### config.mk
export PLATFORM = sky130hd
export DESIGN_NAME = alu_cmd_issuer_flat
export DESIGN_NICKNAME = d
export VERILOG_FILES = /design/src/rtl/alu_cmd_issuer_if.sv /design/src/rtl/alu_cmd_issuer.sv /design/src/flat_wrapper.sv
export SDC_FILE = /design/constraint.sdc
export NUM_CORES = 1
export LEC_CHECK = 0
export CORE_MARGIN = 1
export CORE_UTILIZATION = 40
export CTS_CLUSTER_DIAMETER = 80
export DETAILED_ROUTE_END_ITERATION = 7
export PLACE_DENSITY = 0.76
export SETUP_SLACK_MARGIN = 0.02
export SYNTH_ARGS = -nofsm -noshare
export SYNTH_HDL_FRONTEND = slang
export SYNTH_SLANG_ARGS = --single-unit
### constraint.sdc
create_clock -name clk -period 10.59 [get_ports clk]
set_input_delay 3.177 -clock clk [delete_from_list [all_inputs] [get_ports clk]]
set_output_delay 3.177 -clock clk [all_outputs]
set_load 0.01 [all_outputs]
### src/rtl/alu_cmd_issuer_if.sv
// Command/response channel between an upstream requester and alu_cmd_issuer.
// The requester is the master: it drives commands and accepts responses.
interface alu_cmd_issuer_if #(
  parameter int WIDTH = 32
);
  logic             cmd_valid;
  logic             cmd_ready;
  logic             cmd_mode;
  logic [3:0]       cmd_op;
  logic [WIDTH-1:0] cmd_a;
  logic [WIDTH-1:0] cmd_b;
  logic [3:0]       cmd_tag;

  logic             rsp_valid;
  logic             rsp_ready;
  logic [WIDTH-1:0] rsp_data;
  logic [3:0]       rsp_tag;
  logic             rsp_err;

  modport master (
    output cmd_valid, cmd_mode, cmd_op, cmd_a, cmd_b, cmd_tag,
    input  cmd_ready,
    input  rsp_valid, rsp_data, rsp_tag, rsp_err,
    output rsp_ready
  );

  modport slave (
    input  cmd_valid, cmd_mode, cmd_op, cmd_a, cmd_b, cmd_tag,
    output cmd_ready,
    output rsp_valid, rsp_data, rsp_tag, rsp_err,
    input  rsp_ready
  );
endinterface

### src/rtl/alu_cmd_issuer.sv
// alu_cmd_issuer: single-outstanding command initiator for dual_mode_alu_top.
// Drives the ALU operands/opcode/mode, inserts settle cycles on a mode change,
// waits the mode-dependent ALU latency and returns the captured result.
//
// state  | meaning
// -------+----------------------------------------------------------------
// IDLE   | ready for a command; ALU drive outputs hold their last values
// SWITCH | mode just changed, ALU fed the default opcode while it settles
// WAIT   | ALU operands applied, counting down the result latency
// RESP   | response presented, held stable until rsp_ready
//
// SWITCH_GAP must be at least 1; LAT_ACC/LAT_APP at least 1.
module alu_cmd_issuer #(
  parameter int WIDTH      = 32,
  parameter int LAT_ACC    = 1,
  parameter int LAT_APP    = 2,
  parameter int SWITCH_GAP = 2
) (
  input  logic             clk,
  input  logic             rst,
  alu_cmd_issuer_if.slave  bus,
  output logic             alu_mode_sel_o,
  output logic [3:0]       alu_sel_o,
  output logic [WIDTH-1:0] alu_a_o,
  output logic [WIDTH-1:0] alu_b_o,
  input  logic [WIDTH-1:0] alu_result_i,
  output logic             busy_o,
  output logic [15:0]      op_count_o
);

  localparam logic [1:0] S_IDLE   = 2'd0;
  localparam logic [1:0] S_SWITCH = 2'd1;
  localparam logic [1:0] S_WAIT   = 2'd2;
  localparam logic [1:0] S_RESP   = 2'd3;

  localparam int LAT_MAX = (LAT_ACC > LAT_APP) ? LAT_ACC : LAT_APP;
  localparam int CNT_MAX = ((LAT_MAX + 1) > SWITCH_GAP) ? (LAT_MAX + 1) : SWITCH_GAP;
  localparam int CNT_W   = $clog2(CNT_MAX + 1);

  localparam logic [CNT_W-1:0] LD_ACC = CNT_W'(LAT_ACC + 1);
  localparam logic [CNT_W-1:0] LD_APP = CNT_W'(LAT_APP + 1);
  localparam logic [CNT_W-1:0] LD_GAP = CNT_W'(SWITCH_GAP);
  localparam logic [CNT_W-1:0] CNT_1  = CNT_W'(1);

  localparam logic [3:0] OP_MAX     = 4'h8;
  localparam logic [3:0] OP_DEFAULT = 4'hF;

  logic [1:0]       state_q, state_d;
  logic [CNT_W-1:0] cnt_q, cnt_d;

  // latched command
  logic             mode_q, mode_d;
  logic [3:0]       op_q, op_d;
  logic [WIDTH-1:0] a_q, a_d;
  logic [WIDTH-1:0] b_q, b_d;
  logic [3:0]       tag_q, tag_d;
  logic             err_q, err_d;

  // response registers
  logic [WIDTH-1:0] rsp_data_q, rsp_data_d;
  logic [3:0]       rsp_tag_q, rsp_tag_d;
  logic             rsp_err_q, rsp_err_d;

  // ALU drive registers
  logic             alu_mode_q, alu_mode_d;
  logic [3:0]       alu_sel_q, alu_sel_d;
  logic [WIDTH-1:0] alu_a_q, alu_a_d;
  logic [WIDTH-1:0] alu_b_q, alu_b_d;

  logic [15:0]      op_count_q, op_count_d;

  // Next-state and datapath decode for the command/response sequencer.
  always_comb begin
    state_d    = state_q;
    cnt_d      = cnt_q;
    mode_d     = mode_q;
    op_d       = op_q;
    a_d        = a_q;
    b_d        = b_q;
    tag_d      = tag_q;
    err_d      = err_q;
    rsp_data_d = rsp_data_q;
    rsp_tag_d  = rsp_tag_q;
    rsp_err_d  = rsp_err_q;
    alu_mode_d = alu_mode_q;
    alu_sel_d  = alu_sel_q;
    alu_a_d    = alu_a_q;
    alu_b_d    = alu_b_q;
    op_count_d = op_count_q;

    case (state_q)
      S_IDLE: begin
        if (bus.cmd_valid) begin
          mode_d = bus.cmd_mode;
          op_d   = bus.cmd_op;
          a_d    = bus.cmd_a;
          b_d    = bus.cmd_b;
          tag_d  = bus.cmd_tag;
          if (bus.cmd_op > OP_MAX) begin
            // Illegal opcode: ALU untouched. One pass through WAIT keeps the
            // error response one cycle behind the handshake.
            err_d      = 1'b1;
            rsp_data_d = '0;
            rsp_err_d  = 1'b1;
            cnt_d      = CNT_1;
            state_d    = S_WAIT;
          end else if (bus.cmd_mode == alu_mode_q) begin
            err_d     = 1'b0;
            alu_sel_d = bus.cmd_op;
            alu_a_d   = bus.cmd_a;
            alu_b_d   = bus.cmd_b;
            cnt_d     = bus.cmd_mode ? LD_ACC : LD_APP;
            state_d   = S_WAIT;
          end else begin
            // Park the ALU on the default opcode while the new mode settles.
            err_d      = 1'b0;
            alu_mode_d = bus.cmd_mode;
            alu_sel_d  = OP_DEFAULT;
            cnt_d      = LD_GAP;
            state_d    = S_SWITCH;
          end
        end
      end

      S_SWITCH: begin
        cnt_d = cnt_q - CNT_1;
        if (cnt_q == CNT_1) begin
          alu_sel_d = op_q;
          alu_a_d   = a_q;
          alu_b_d   = b_q;
          cnt_d     = mode_q ? LD_ACC : LD_APP;
          state_d   = S_WAIT;
        end
      end

      S_WAIT: begin
        cnt_d = cnt_q - CNT_1;
        if (cnt_q == CNT_1) begin
          rsp_data_d = err_q ? '0 : alu_result_i;
          rsp_err_d  = err_q;
          rsp_tag_d  = tag_q;
          state_d    = S_RESP;
        end
      end

      S_RESP: begin
        if (bus.rsp_ready) begin
          op_count_d = op_count_q + 16'd1;
          state_d    = S_IDLE;
        end
      end

      default: state_d = S_IDLE;
    endcase
  end

  // State and datapath registers; reset returns to the idle/default ALU drive.
  always_ff @(posedge clk or posedge rst) begin
    if (rst) begin
      state_q    <= S_IDLE;
      cnt_q      <= '0;
      mode_q     <= 1'b1;
      op_q       <= '0;
      a_q        <= '0;
      b_q        <= '0;
      tag_q      <= '0;
      err_q      <= 1'b0;
      rsp_data_q <= '0;
      rsp_tag_q  <= '0;
      rsp_err_q  <= 1'b0;
      alu_mode_q <= 1'b1;
      alu_sel_q  <= OP_DEFAULT;
      alu_a_q    <= '0;
      alu_b_q    <= '0;
      op_count_q <= '0;
    end else begin
      state_q    <= state_d;
      cnt_q      <= cnt_d;
      mode_q     <= mode_d;
      op_q       <= op_d;
      a_q        <= a_d;
      b_q        <= b_d;
      tag_q      <= tag_d;
      err_q      <= err_d;
      rsp_data_q <= rsp_data_d;
      rsp_tag_q  <= rsp_tag_d;
      rsp_err_q  <= rsp_err_d;
      alu_mode_q <= alu_mode_d;
      alu_sel_q  <= alu_sel_d;
      alu_a_q    <= alu_a_d;
      alu_b_q    <= alu_b_d;
      op_count_q <= op_count_d;
    end
  end

  // Handshake flags decode the registered state only.
  assign bus.cmd_ready = (state_q == S_IDLE);
  assign bus.rsp_valid = (state_q == S_RESP);
  assign bus.rsp_data  = rsp_data_q;
  assign bus.rsp_tag   = rsp_tag_q;
  assign bus.rsp_err   = rsp_err_q;

  assign alu_mode_sel_o = alu_mode_q;
  assign alu_sel_o      = alu_sel_q;
  assign alu_a_o        = alu_a_q;
  assign alu_b_o        = alu_b_q;
  assign busy_o         = (state_q != S_IDLE);
  assign op_count_o     = op_count_q;

endmodule
### src/flat_wrapper.sv
// flat-port wrapper written by rule: the top's interface ports become plain ports
module alu_cmd_issuer_flat 
#(
  parameter int WIDTH      = 32,
  parameter int LAT_ACC    = 1,
  parameter int LAT_APP    = 2,
  parameter int SWITCH_GAP = 2
)
  (clk, rst, alu_mode_sel_o, alu_sel_o, alu_a_o, alu_b_o, alu_result_i, busy_o, op_count_o, bus_cmd_valid, bus_cmd_mode, bus_cmd_op, bus_cmd_a, bus_cmd_b, bus_cmd_tag, bus_cmd_ready, bus_rsp_valid, bus_rsp_data, bus_rsp_tag, bus_rsp_err, bus_rsp_ready);
  alu_cmd_issuer_if #(.WIDTH(WIDTH)) bus_i ();
  input  logic clk;
  input  logic rst;
  output logic alu_mode_sel_o;
  output logic [3:0] alu_sel_o;
  output logic [WIDTH-1:0] alu_a_o;
  output logic [WIDTH-1:0] alu_b_o;
  input  logic [WIDTH-1:0] alu_result_i;
  output logic busy_o;
  output logic [15:0] op_count_o;
  input wire logic [$bits(bus_i.cmd_valid)-1:0] bus_cmd_valid;
  input wire logic [$bits(bus_i.cmd_mode)-1:0] bus_cmd_mode;
  input wire logic [$bits(bus_i.cmd_op)-1:0] bus_cmd_op;
  input wire logic [$bits(bus_i.cmd_a)-1:0] bus_cmd_a;
  input wire logic [$bits(bus_i.cmd_b)-1:0] bus_cmd_b;
  input wire logic [$bits(bus_i.cmd_tag)-1:0] bus_cmd_tag;
  output wire logic [$bits(bus_i.cmd_ready)-1:0] bus_cmd_ready;
  output wire logic [$bits(bus_i.rsp_valid)-1:0] bus_rsp_valid;
  output wire logic [$bits(bus_i.rsp_data)-1:0] bus_rsp_data;
  output wire logic [$bits(bus_i.rsp_tag)-1:0] bus_rsp_tag;
  output wire logic [$bits(bus_i.rsp_err)-1:0] bus_rsp_err;
  input wire logic [$bits(bus_i.rsp_ready)-1:0] bus_rsp_ready;
  assign bus_i.cmd_valid = bus_cmd_valid;
  assign bus_i.cmd_mode = bus_cmd_mode;
  assign bus_i.cmd_op = bus_cmd_op;
  assign bus_i.cmd_a = bus_cmd_a;
  assign bus_i.cmd_b = bus_cmd_b;
  assign bus_i.cmd_tag = bus_cmd_tag;
  assign bus_cmd_ready = bus_i.cmd_ready;
  assign bus_rsp_valid = bus_i.rsp_valid;
  assign bus_rsp_data = bus_i.rsp_data;
  assign bus_rsp_tag = bus_i.rsp_tag;
  assign bus_rsp_err = bus_i.rsp_err;
  assign bus_i.rsp_ready = bus_rsp_ready;
  alu_cmd_issuer #(.WIDTH(WIDTH), .LAT_ACC(LAT_ACC), .LAT_APP(LAT_APP), .SWITCH_GAP(SWITCH_GAP)) u_core (.clk(clk), .rst(rst), .bus(bus_i), .alu_mode_sel_o(alu_mode_sel_o), .alu_sel_o(alu_sel_o), .alu_a_o(alu_a_o), .alu_b_o(alu_b_o), .alu_result_i(alu_result_i), .busy_o(busy_o), .op_count_o(op_count_o));
endmodule
After elaboration in Yosys (flattened, before gate mapping)
Cells that the tools add are included.

Flip-flop bits (word level): 200. Input bits: 109. Output and inout bits: 125.

$add $sub $neg: 2. Magnitude comparators: 1. Equality and inequality tests: 12. Mux-type cells: 39. Bitwise gates (word level): 2. Reduce and logical (&&, ||, !) cells: 14.

Operators with widths (number): two-way mux 32 bit (12); case mux 32 bit (2 select lines) (3); two-way mux 2 bit (10); adder 16 x 1 -> 16 bit, second input constant (1); two-way mux 4 bit (4); AND reduction 4 bit (4); != test 2 x 1 -> 1 bit, second input constant (5); case mux 2 bit (4 select lines) (1); case mux 4 bit (2 select lines) (1); AND reduction 2 bit (4); two-way mux 1 bit (6); case mux 2 bit (3 select lines) (1); nonzero test 2 bit (3); AND reduction 5 bit (1); == test 2 x 1 -> 1 bit, second input constant (2); == test 2 bit, second input constant (2); greater-than comparator 4 bit, second input constant (1); != test 2 bit, second input constant (2); nonzero test 3 bit (1); logical NOT 2 bit (1); inverter 1 bit (2); case mux 1 bit (2 select lines) (1); subtractor 2 x 1 -> 2 bit, second input constant (1); == test 1 bit (1).

Longest topological paths before layout
Depth in word-level cells: 5. Depth in mapped cells: 10. Depth with buffers taken out: 6.

Worst setup path after synthesis
Ideal clock, no wire load.

Kind: input port to flip-flop. From: input port bus_cmd_mode. To: register u_core.alu_a_q[10], in the netlist u_core.alu_a_o[10]. Library setup time: 0.124 ns. Arrival time: 4.273 ns. Path slack: 6.193 ns. Cell stages on the path: 9. Buffers on the path: 3. Cells stage by stage: inv_1 > ha_1 > nand2_1 > nand4b_1 > buf_4 > buf_6 > buf_6 > nand2_1 > o21ai_1.

Word-level cells in the longest chain between the ends: 3.

Ends and longest elaborated chain: start, declared (RTL line flat_wrapper.sv:21) `input wire logic [$bits(bus_i.cmd_mode)-1:0] bus_cmd_mode;`; == test 1 bit (RTL line alu_cmd_issuer.sv:107) `end else if (bus.cmd_mode == alu_mode_q) begin`; != test 2 x 1 -> 1 bit (no line); AND reduction 5 bit (no line); end signal, assigned (RTL line alu_cmd_issuer.sv:190) `alu_a_q <= alu_a_d;`; end, declared (RTL line alu_cmd_issuer.sv:67) `logic [WIDTH-1:0] alu_a_q, alu_a_d;`.

Every way passes these cells. A chain may end at the register's enable or synchronous reset.

Worst setup path after layout
From: input port bus_cmd_mode. To: register u_core.alu_b_q[29], in the netlist u_core.alu_b_o[29].

Word-level cells in the longest chain between the ends: 3.

Ends and longest elaborated chain: == test 1 bit (RTL line alu_cmd_issuer.sv:107); != test 2 x 1 -> 1 bit (no line); AND reduction 5 bit (no line); end signal, assigned (RTL line alu_cmd_issuer.sv:191) `alu_b_q <= alu_b_d;`; end, declared (RTL line alu_cmd_issuer.sv:68) `logic [WIDTH-1:0] alu_b_q, alu_b_d;`.

Every way passes these cells.

==> results.md <==
* Slew Viols, Final at 0
* Post-CTS setup buffers at 0
* Max Fanout on Critical Path at 69
* DR iter-0 viols at 166
* # resized after CTS at 0
* GRT Residual Overflow at 0
* Crit path from: bus_cmd_mode
* Hold Path Class: flop to flop
* Most frequent cells in the layout: clkdlybuf4s50_1 (233), dfrtp_1 (194), nand2_1 (146)
* Critical path capture point type: flop
* CTS tree: yes
* Syn_nets at 839
* CTS H-tree lvls at 4
* Post-synth EDFFs at 0
* DR WL/cell at 15.4 um
* Syn Inst Count at 722
* Ys async rst share at 1.00
* Clk_lat worst skew at 0.43 ns
* FILL cells at 1837
* # IOs at 234
* Cell variety after synth at 40
* Initial core utilization at 0.407
* Area growth syn-to-layout at 35.8%
* Maximum VDD drop at 143 uV
* Number of global-route vias before repair at 6170
* Worst Setup EP: u_core.alu_b_o[29]
* Critical path arrival at 5.62 ns
* Max frequency at 0.187 GHz
* DIE HEIGHT at 148 um
* Remaining antenna violation count at 0
* Die X at 148 um
* Final Power at 3.52 mW
* # rows at 53
* Final WS setup at 5.24 ns
* CP required at 10.86 ns
* Slew HR at 0.198
* Max_cap viols at 0
* Status: complete, but fails checks
* Clk root buf: clkbuf_16
* CTS sink cnt at 200
* Startpoint types: input pin
* Multi-input gate area at 3270 um^2
* Final Core Density at 0.553
* Yosys reg bits at 200
* GPL Wtd Cong at 0.745
* Hold Slack at 0.479 ns
* Syn Area/Cell at 11.9 um^2
* Drt via density at 4.87
* Endpoints failing setup at 0
* Net count of the finished layout at 1054
* Sequential share of the synthesized area at 0.585
* LEAKAGE at 4.94 nW
* Period utilisation layout at 0.506
* Power per cell area at 302 nW/um^2
* DR vias at 5981
* Clock buffer depth at 2
* Ys Warns at 0
* Setup TNS at 0 ns
* Failing checks: design-rule violations
* DIE AREA at 22000 um^2
* DP Area at 11000 um^2
* Pin count of the biggest net entering global routing at 130
* First-pass GRT wire length at 31.3 mm
* Cells after DPL at 1193
* Drt total wl at 18.9 mm
* Most used DFF post-synth: dfrtp_1
* FF+latch area at 5010 um^2
* Hold Fails Final Rpt at 0
* Pre-CTS setup slack at 4.77 ns
* Total CTS buffers at 17
* Kind of critical path: input pin to flop
* Clock slew at reported path FFs at 0.07 ns
* Commonest non-fill, non-tap cell in the layout: clkdlybuf4s50_1
* Crit path time final at 5.35 ns
* Reg2Reg Setup Slack at 7.68 ns
* Area of the core at 21000 um^2
* Mapped Area at 8560 um^2
* Worst r2r path cells at 7
* Share of cells above drive strength 1 at 0.149
* Reg2reg end: u_core.alu_b_o[29]
* RSZ-0062 raised after global routing: false
* Slew @ Worst Pin at 1.20 ns
* Reg2reg start: u_core.state_q[1]
* Non-Filler Instances at 1227
* Gr usage total at 0.182
* Cts hold-fix bufs at 0
* Drt first pass iters at 8
* Final Cell Area at 11600 um^2
* Post-DP HPWL at 12.7 mm
* Initial antenna violation count at 2
* Layout Skew at 0.0127 ns
* DRC viols at 4
* Count of input and output buffers at 233
-- area by class of cell --
class                      count  share of cell area
multi-input combinational    469               0.282
antenna                        2            0.000430
clock inverter                13              0.0113
inverter                      11             0.00420
sequential                   200               0.431
timing repair buffer         238               0.204
tap                          275              0.0296
clock buffer                  19              0.0381
-- critical path, stage by stage --
cell	delay [ns]
clkdlybuf4s50_1	0.45
inv_1	0.05
ha_1	0.43
nand2_1	0.08
nand4b_1	0.11
buf_4	0.48
buf_4	0.59
o21ai_0	0.21
-- where the power goes --
part	switching [mW]	total, mW	internal, mW	leakage [nW]
clock network	0.313	0.633	0.320	0.280
registers	0.188	1.32	1.14	2.49
logic	0.749	1.56	0.812	2.17
total	1.25	3.52	2.27	4.94
-- cell usage after synthesis (2+ instances only) --
| master | instances | share of area |
|---|---|---|
| inv_1 | 11 | 0.0048 |
| xnor2_1 | 9 | 0.0092 |
| nand3_1 | 2 | 0.0012 |
| xor2_1 | 6 | 0.0061 |
| o21ai_1 | 49 | 0.029 |
| buf_6 | 9 | 0.012 |
| dfstp_2 | 6 | 0.018 |
| clkbuf_2 | 4 | 0.0023 |
| mux2_2 | 83 | 0.11 |
| and4_1 | 2 | 0.0020 |
| nand2_1 | 147 | 0.064 |
| ha_1 | 8 | 0.012 |
| o21ai_0 | 50 | 0.029 |
| nand4_1 | 6 | 0.0044 |
| nor2b_1 | 3 | 0.0022 |
| buf_2 | 21 | 0.012 |
| nor2_1 | 12 | 0.0053 |
| o21ai_2 | 7 | 0.0072 |
| and3_1 | 3 | 0.0022 |
| dfrtp_1 | 194 | 0.57 |
| mux2i_1 | 65 | 0.076 |
| clkbuf_1 | 7 | 0.0031 |
-- logic make-up (layout without fill, tap and decap cells) --
logic type	Yosys count	in the layout	share of synthesized area
mux	148	148	0.185
other cells	0	2	0
fa+ha+maj	8	8	0.0117
simple gates	183	183	0.0897
xor+xnor	15	15	0.0153
compound gates	115	115	0.0776
buf+inv	53	281	0.0352
flops	200	200	0.585
-- worst min-delay path by stage --
stage	start	endpoint	cells after the start
after floorplan	u_core.err_q	u_core.err_q	2
after global placement	u_core.alu_b_o[5]	u_core.alu_b_o[5]	2
after detailed placement	u_core.bus.rsp_data[21]	u_core.bus.rsp_data[21]	2
after CTS	u_core.bus.rsp_data[20]	u_core.bus.rsp_data[20]	2
after global routing	u_core.bus.rsp_data[20]	u_core.bus.rsp_data[20]	2
final	u_core.bus.rsp_data[20]	u_core.bus.rsp_data[20]	2
-- state kept, by name, indices dropped and copies added, names as in the netlist --
name	flops
u_core.a_q	32
u_core.alu_a_o	32
u_core.alu_b_o	32
u_core.b_q	32
u_core.bus.rsp_data	32
u_core.op_count_o	16
u_core.alu_sel_o	4
u_core.bus.rsp_tag	4
u_core.op_q	4
u_core.tag_q	4
u_core.cnt_q	2
u_core.state_q	2
u_core.alu_mode_sel_o	1
u_core.bus.rsp_err	1
u_core.err_q	1
u_core.mode_q	1
-- layer usage --
| metal | vias up | GRT usage | routed length, um |
|---|---|---|---|
| met5 | - | 0 | 0 |
| met4 | 0 | 0.0660 | 378 |
| met3 | 23 | 0.0607 | 1550 |
| met2 | 195 | 0.289 | 8550 |
| met1 | 2861 | 0.230 | 8420 |
| li1 | 2902 | - | - |
Note: power is estimated with default switching activity, not from simulation.
